===== config.mk =====
export PLATFORM = sky130hd
export DESIGN_NAME = dcmi_dma_ctrl
export DESIGN_NICKNAME = d
export VERILOG_FILES = /design/src/rtl/dcmi_pkg.sv /design/src/rtl/dcmi_dma_ctrl.sv
export SDC_FILE = /design/constraint.sdc
export NUM_CORES = 1
export LEC_CHECK = 0
export BUFFER_PORTS_ARGS = -buffer_cell sky130_fd_sc_hd__buf_2
export CELL_PAD_IN_SITES_DETAIL_PLACEMENT = 1
export CELL_PAD_IN_SITES_GLOBAL_PLACEMENT = 1
export CORE_UTILIZATION = 34
export CTS_CLUSTER_DIAMETER = 100
export DETAILED_ROUTE_END_ITERATION = 7
export PLACE_DENSITY = 0.87
export REMOVE_ABC_BUFFERS = 1
export SKIP_CTS_REPAIR_TIMING = 1
export SLEW_MARGIN = 20
export SYNTH_ARGS = -nofsm -noshare
export SYNTH_HDL_FRONTEND = slang
export SYNTH_SLANG_ARGS = --single-unit

===== constraint.sdc =====
create_clock -name clk -period 2.09 [get_ports clk]
set_input_delay 0.627 -clock clk [delete_from_list [all_inputs] [get_ports clk]]
set_output_delay 0.627 -clock clk [all_outputs]
set_load 0.01 [all_outputs]

===== src/rtl/dcmi_pkg.sv =====
// Shared types and constants for the DCMI DMA sequencer.
package dcmi_pkg;

  typedef enum logic [1:0] {
    IDLE     = 2'd0,
    WAIT_SOF = 2'd1,
    FETCH    = 2'd2,
    WRITE    = 2'd3
  } state_t;

  // Byte step between consecutive 32-bit words on the bus.
  localparam int unsigned ADDR_INC = 4;

endpackage


===== src/rtl/dcmi_dma_ctrl.sv =====
// Drains the DCMI ping-pong buffer into memory one word per bus beat,
// framing the transfer with a programmed base address and word count.
module dcmi_dma_ctrl
  import dcmi_pkg::*;
#(
  parameter int CNT_W = 16,
  parameter int AW    = 32
) (
  input  logic             clk,
  input  logic             rst,
  input  logic             ctrl_en,
  input  logic             cfg_snapshot,
  input  logic [AW-1:0]    cfg_base_addr,
  input  logic [CNT_W-1:0] cfg_len,
  input  logic             frame_start,
  output logic             pp_block_en,
  input  logic             pp_rd_rdy,
  output logic             pp_rd_req,
  input  logic [31:0]      pp_rd_data,
  input  logic             pp_ovf,
  output logic             bus_req,
  output logic [AW-1:0]    bus_addr,
  output logic [31:0]      bus_wdata,
  input  logic             bus_ack,
  output logic             frame_done,
  output logic             busy,
  output logic             err_ovf,
  input  logic             err_clr
);

  state_t           state_q, state_d;
  logic [AW-1:0]    base_q, addr_q;
  logic [CNT_W-1:0] len_q, cnt_q;
  logic             snap_q;
  logic             frame_drop_q;
  logic [31:0]      wdata_q;
  logic             frame_done_q;
  logic             err_ovf_q;

  logic ovf_act;    // overflow that matters: buffer is live
  logic drop_now;   // current frame is being abandoned
  logic pop;        // word moves from buffer to write register
  logic last_beat;  // beat in flight is the final word of the frame

  // Qualify overflow, pop and end-of-frame conditions.
  always_comb begin
    // NOTE: every always_comb output gets a default first, so no path can
    // leave it unassigned and infer a latch.
    ovf_act   = pp_ovf && ((state_q == FETCH) || (state_q == WRITE));
    drop_now  = frame_drop_q || ovf_act;
    pop       = (state_q == FETCH) && pp_rd_rdy && !drop_now;
    last_beat = (cnt_q == (len_q - CNT_W'(1)));
  end

  // State register.
  always_ff @(posedge clk) begin
    // NOTE: reset is synchronous here -- it is only seen on a clock edge.
    if (rst) state_q <= IDLE;
    else     state_q <= state_d;
  end

  // Next-state logic; a started bus beat always runs to its ack.
  always_comb begin
    state_d = state_q;
    unique case (state_q)
      IDLE: begin
        if (ctrl_en && (cfg_len != '0)) state_d = WAIT_SOF;
      end
      WAIT_SOF: begin
        if (!ctrl_en)         state_d = IDLE;
        else if (frame_start) state_d = FETCH;
      end
      FETCH: begin
        if (drop_now)      state_d = WAIT_SOF;
        else if (pop)      state_d = WRITE;
        else if (!ctrl_en) state_d = IDLE;
      end
      WRITE: begin
        if (bus_ack) begin
          if (drop_now)       state_d = WAIT_SOF;
          else if (last_beat) state_d = (snap_q || !ctrl_en) ? IDLE : WAIT_SOF;
          else if (!ctrl_en)  state_d = IDLE;
          else                state_d = FETCH;
        end
      end
      default: state_d = IDLE;
    endcase
  end

  // Config latch, address/count datapath, write data and status flags.
  always_ff @(posedge clk) begin
    // NOTE: sequential state uses non-blocking assignments so every register
    // samples pre-edge values regardless of statement order.
    if (rst) begin
      base_q       <= '0;
      len_q        <= '0;
      snap_q       <= 1'b0;
      addr_q       <= '0;
      cnt_q        <= '0;
      wdata_q      <= '0;
      frame_drop_q <= 1'b0;
      frame_done_q <= 1'b0;
      err_ovf_q    <= 1'b0;
    end else begin
      frame_done_q <= 1'b0;

      if ((state_q == IDLE) && (state_d == WAIT_SOF)) begin
        base_q <= cfg_base_addr;
        len_q  <= cfg_len;
        snap_q <= cfg_snapshot;
      end

      if ((state_q == WAIT_SOF) && (state_d == FETCH)) begin
        addr_q       <= base_q;
        cnt_q        <= '0;
        frame_drop_q <= 1'b0;
      end

      if (pop) wdata_q <= pp_rd_data;

      if ((state_q == WRITE) && bus_ack) begin
        cnt_q  <= cnt_q + CNT_W'(1);
        addr_q <= addr_q + AW'(ADDR_INC);
        if (last_beat && !drop_now) frame_done_q <= 1'b1;
      end

      if (ovf_act) frame_drop_q <= 1'b1;

      // A new overflow outranks a simultaneous clear.
      if (ovf_act)      err_ovf_q <= 1'b1;
      else if (err_clr) err_ovf_q <= 1'b0;
    end
  end

  assign pp_block_en = (state_q == FETCH) || (state_q == WRITE);
  assign pp_rd_req   = pop;
  assign bus_req     = (state_q == WRITE);
  assign bus_addr    = addr_q;
  assign bus_wdata   = wdata_q;
  assign frame_done  = frame_done_q;
  assign busy        = (state_q != IDLE);
  assign err_ovf     = err_ovf_q;

endmodule

# Yosys cells after proc, flatten, opt, wreduce, memory -nomap -nowiden
# Index checks and enable logic that the tools add are counted.
dict set report classes {
  add_sub_neg 3
  n_mul 0
  div 0
  n_lt_le_gt_ge 0
  eq_ne 6
  shifts 0
  muxes 21
  bitwise 1
  n_reduce_logical 20
}
# op count
set op_table {}
lappend op_table {{2-to-1 mux 32 bit} 2}
lappend op_table {{adder 32 x 3 -> 32 bit (second input constant)} 1}
lappend op_table {{2-to-1 mux 16 bit} 2}
lappend op_table {{2-to-1 mux 2 bit} 10}
lappend op_table {{adder 16 x 1 -> 16 bit (second input constant)} 1}
lappend op_table {{== test 16 bit} 1}
lappend op_table {{nonzero test 16 bit} 1}
lappend op_table {{subtractor 16 x 1 -> 16 bit (second input constant)} 1}
lappend op_table {{logical AND 1 bit} 8}
lappend op_table {{one-hot mux 2 bit (4 select lines)} 1}
lappend op_table {{nonzero test 2 bit} 4}
lappend op_table {{== test 2 bit (second input constant)} 3}
lappend op_table {{2-to-1 mux 1 bit} 6}
lappend op_table {{== test 2 x 1 -> 1 bit (second input constant)} 2}
lappend op_table {{logical OR 1 bit} 3}
lappend op_table {{logical NOT 1 bit} 2}
lappend op_table {{logical NOT 2 bit} 1}
lappend op_table {{OR reduction 2 bit} 1}
lappend op_table {{inverter 1 bit} 1}
dict set report totals {
  reg_bits 134
  latchBits 0
  ramBits 0
  mem_bits_ro 0
  inputBits 89
  wordCells 61
  memories 0
}

# Logic depth before layout (Yosys ltp)
dict set report depth {
  ltp_word 13
  mapped_depth 9
}

# Worst setup path before layout
# Ideal clock, no wire load.
dict set report synth_timing {
  path_type {reg2reg}
  startpoint {register len_q[0]}
  endpoint {register frame_done_q, in the netlist frame_done}
  setup_ns 0.088
  arrival_time_ns 2.194
  slack_ns -0.192
  stages_incl_launch_ff 9
  n_path_buf 0
  synth_period_minus_slack_ns 2.282
  cell_sequence {dfxtp_1 > inv_1 > ha_1 > or4b_1 > or4_1 > o21ai_0 > nor3b_1 > nand4_1 > nor4_2}
}
dict set report synth_between {
  elab_chain_len 4
}
# item line
set synth_rtl {}
lappend synth_rtl {{from (decl)} dcmi_dma_ctrl.sv:33} ;# logic [CNT_W-1:0] len_q, cnt_q;
lappend synth_rtl {{from (signal assigned)} dcmi_dma_ctrl.sv:109} ;# len_q <= cfg_len;
lappend synth_rtl {{subtractor 16 x 1 -> 16 bit} dcmi_dma_ctrl.sv:52} ;# last_beat = (cnt_q == (len_q - CNT_W'(1)));
lappend synth_rtl {{== test 16 bit} dcmi_dma_ctrl.sv:52}
lappend synth_rtl {{logical AND 1 bit} dcmi_dma_ctrl.sv:124} ;# if (last_beat && !drop_now) frame_done_q <= 1'b1;
lappend synth_rtl {{2-to-1 mux 1 bit} dcmi_dma_ctrl.sv:124}
lappend synth_rtl {{to (signal assigned)} dcmi_dma_ctrl.sv:102} ;# frame_done_q <= 1'b0;
lappend synth_rtl {{to (signal assigned)} dcmi_dma_ctrl.sv:105} ;# frame_done_q <= 1'b0;
lappend synth_rtl {{to (signal assigned)} dcmi_dma_ctrl.sv:124}
lappend synth_rtl {{to (decl)} dcmi_dma_ctrl.sv:37} ;# logic frame_done_q;
# No other way between the ends.
# A chain may end at the register's enable or synchronous reset.

# Worst setup path after layout
# Same ends and word-level chain as after synthesis.

==> run summary <==
Reg clk slew, reported paths: 60 ps
Vias/cell: 5.41
post-synthesis instance total: 821
crit-path leading delay family: simple AND/OR/NAND/NOR gates
biggest cell delay along the critical path: 470 ps
Synth Area in Compound Gates: 0.203
Worst Skew: 9.23 ps
first-pass GRT wire length: 34,100 um
FF-to-FF Start: len_q[0]
power per cell area: 804 mW/mm^2
CP arrival: 2520 ps
most common cell in the netlist: nand2_1
Hold Startpoint: pp_rd_data[18]
critical path peak fanout: 4
Critical Path Source Type: register
area leader, netlist: dfxtp_1
Slew Limit Headroom: 0.665
clk_lat worst skew: 420 ps
Cell Chain, Critical Path: inv_1, ha_2, or4b_4, or4_4, o21ai_2, nor3b_2, nand4_1, nor4_2
Fin. Hold Viols: 0
vias in the first global route: 6,798
CTS Root Cell: clkbuf_16
gr usage total: 0.235
maximum VDD drop: 0.000619 V
IO buf count: 158
final HPWL from detailed placement: 15,100 um
drt drc: 0
Final period util: 1.05
Yosys reg bits: 134
Hold Path Class: in -> reg
worst setup path startpoint: len_q[0]
DRT antenna net count: 0
Crit. End Element: register
synth warn: 0
clock buffer depth: 2
CP Buf/Inv Count: 1
CTS tree: built
layout cell share with drive strength beyond 1: 0.301
TritonRoute pass-1 iters: 4
Final Slew Violations: 0
core area: 0.0175 sq mm
placed insts: 1,227
Layout area overhead: 38.2%
CP required: 2420 ps
drt total wl: 22,000 um
Synth Area in Adders: 0.00606
slack of the critical path: -96.6 ps
Main synth FF type: dfxtp_1
Post-synth EDFFs: 0
number of buffers created by CTS: 17
ANT cells: 0
status: finished, violations left
number of antenna violations at the first check in global routing: 0
ys async rst share: 0
vias after detailed routing: 6,811
DR iter-0 viols: 295
largest family of logic cells by synthesized area: simple AND/OR/NAND/NOR gates
Setup-failing EPs final: 4
Placer Congestion: 0.851
Final Critical Period: 2190 ps
fmax: 457 MHz
largest cells by area after synthesis: dfxtp_1, nand2_1, a21oi_1
RSZ-0062 raised after global routing: true
Initial Utilization: 0.353
most common library cells after synthesis: nand2_1, dfxtp_1, a21oi_1
Worst Hold Depth: 3
die span in x: 137 um
CP Depth: 8
share of the synthesized area in the top cell type: 0.433
post-synthesis simple-gate area fraction: 0.279
layout net count: 1,115
failing checks: setup timing
final global-route overflow total: 0
H-tree levels: 4
Seq/Total Area, Yosys: 0.433
pre-CTS setup slack: -233 ps
Leak: 0.00353 uW
die area: 0.0188 sq mm
fin cells: 1,259
fill count: 2,187
critical path's slowest cell: or4b_4
IO Count: 159
Register-to-Register Path Depth: 8
Die Span Y: 137 um
mux cell area share after synthesis: 0.00505
drt wl/cell: 17.5 um
pin count of the biggest net entering global routing: 45
CP Class: reg -> reg
worst-margin pin slew: 495 ps
area of the mapped netlist: 0.00619 sq mm
num rows: 48
clock sinks: 134
max-cap viol count: 0
R2R setup slack: -100 ps
Yosys cell types: 58
post-synthesis area per instance: 7.55 sq um
XOR/XNOR Fraction of Synth Area: 0.0311
-- state kept, by name, indices dropped and copies added (netlist names) --
| name | cells |
|---|---|
| bus_addr | 32 |
| cnt_q | 16 |
| base_q | 32 |
| len_q | 16 |
| bus_wdata | 32 |
| state_q | 2 |
| snap_q | 1 |
| err_ovf | 1 |
| frame_drop_q | 1 |
| frame_done | 1 |
-- logic make-up (layout without fill, tap and decap cells) --
| family | Yosys count | after routing |
|---|---|---|
| AND/OR/NAND/NOR | 376 | 376 |
| AO/OA/AOI/OAI | 217 | 217 |
| flip-flops | 134 | 134 |
| buffers and inverters | 66 | 279 |
| XOR/XNOR | 22 | 22 |
| adder cells (fa/ha/maj) | 3 | 3 |
| multiplexers | 3 | 3 |
-- cells in the final DEF, fill, tap and decap left out, types with 5 or more instances in the layout --
| cell type | netlist | final |
|---|---|---|
| buf_12 | 0 | 8 |
| buf_2 | 0 | 157 |
| o21a_1 | 6 | 6 |
| nor4_1 | 12 | 9 |
| inv_1 | 7 | 7 |
| nor2_1 | 39 | 37 |
| clkbuf_16 | 0 | 17 |
| a21oi_1 | 121 | 121 |
| xor2_1 | 15 | 15 |
| dfxtp_1 | 134 | 129 |
| nand3_1 | 19 | 17 |
| buf_4 | 0 | 76 |
| a31oi_1 | 19 | 19 |
| a311oi_1 | 7 | 7 |
| xnor2_1 | 7 | 7 |
| dfxtp_2 | 0 | 5 |
| and3_1 | 6 | 6 |
| or3_1 | 9 | 8 |
| nand2_1 | 215 | 214 |
| bufinv_16 | 0 | 6 |
| o21ai_0 | 31 | 30 |
| nor3_1 | 21 | 19 |
| nand4_1 | 14 | 14 |
-- final cells by class --
type                            count  area, sq um  area share
Tap cell                          225          282      0.0329
Inverter                            7         26.3     0.00307
Clock inverter                     11          223      0.0260
Clock buffer                       19          453      0.0529
Multi-Input combinational cell    621         3360       0.393
Sequential cell                   134         2690       0.314
Timing Repair Buffer              242         1530       0.178
-- worst register-to-register path: stages (launching register included) --
cell	delay, ps
dfxtp_2	340
inv_1	60
ha_2	170
or4b_4	470
or4_4	440
o21ai_2	80
nor3b_2	170
nand4_1	130
nor4_2	250
-- through the flow --
stage,cell area [sq um],hold slack (ps),total power [uW],setup TNS [ps],util
after floorplan,5960,426,3040,-25230,-
final,8560,439,6880,-217,0.488
after global placement,7750,439,3400,-6950,0.442
after CTS,8430,427,6890,-740,0.481
after global routing,8560,424,7140,-553,0.488
after detailed placement,7750,445,3430,-10340,0.442
-- metal layers --
metal  share of wire  global-route usage
met3           0.034              0.0459
met2            0.52               0.423
met4           0.016              0.0818
met1            0.43               0.275
met5               0                   0
-- final timing paths --
kind / endpoint
setup / recovery: frame_done
hold reg to reg: bus_wdata[24]
setup reg to reg: frame_done
hold / removal: bus_wdata[18]
-- report_power, final --
group	total (uW)	switching (uW)	internal, uW
sequential	2690	58.3	2630
clock	3460	1170	2300
combinational	733	398	335
total	6880	1620	5260
(Power assumes the default switching activity.)
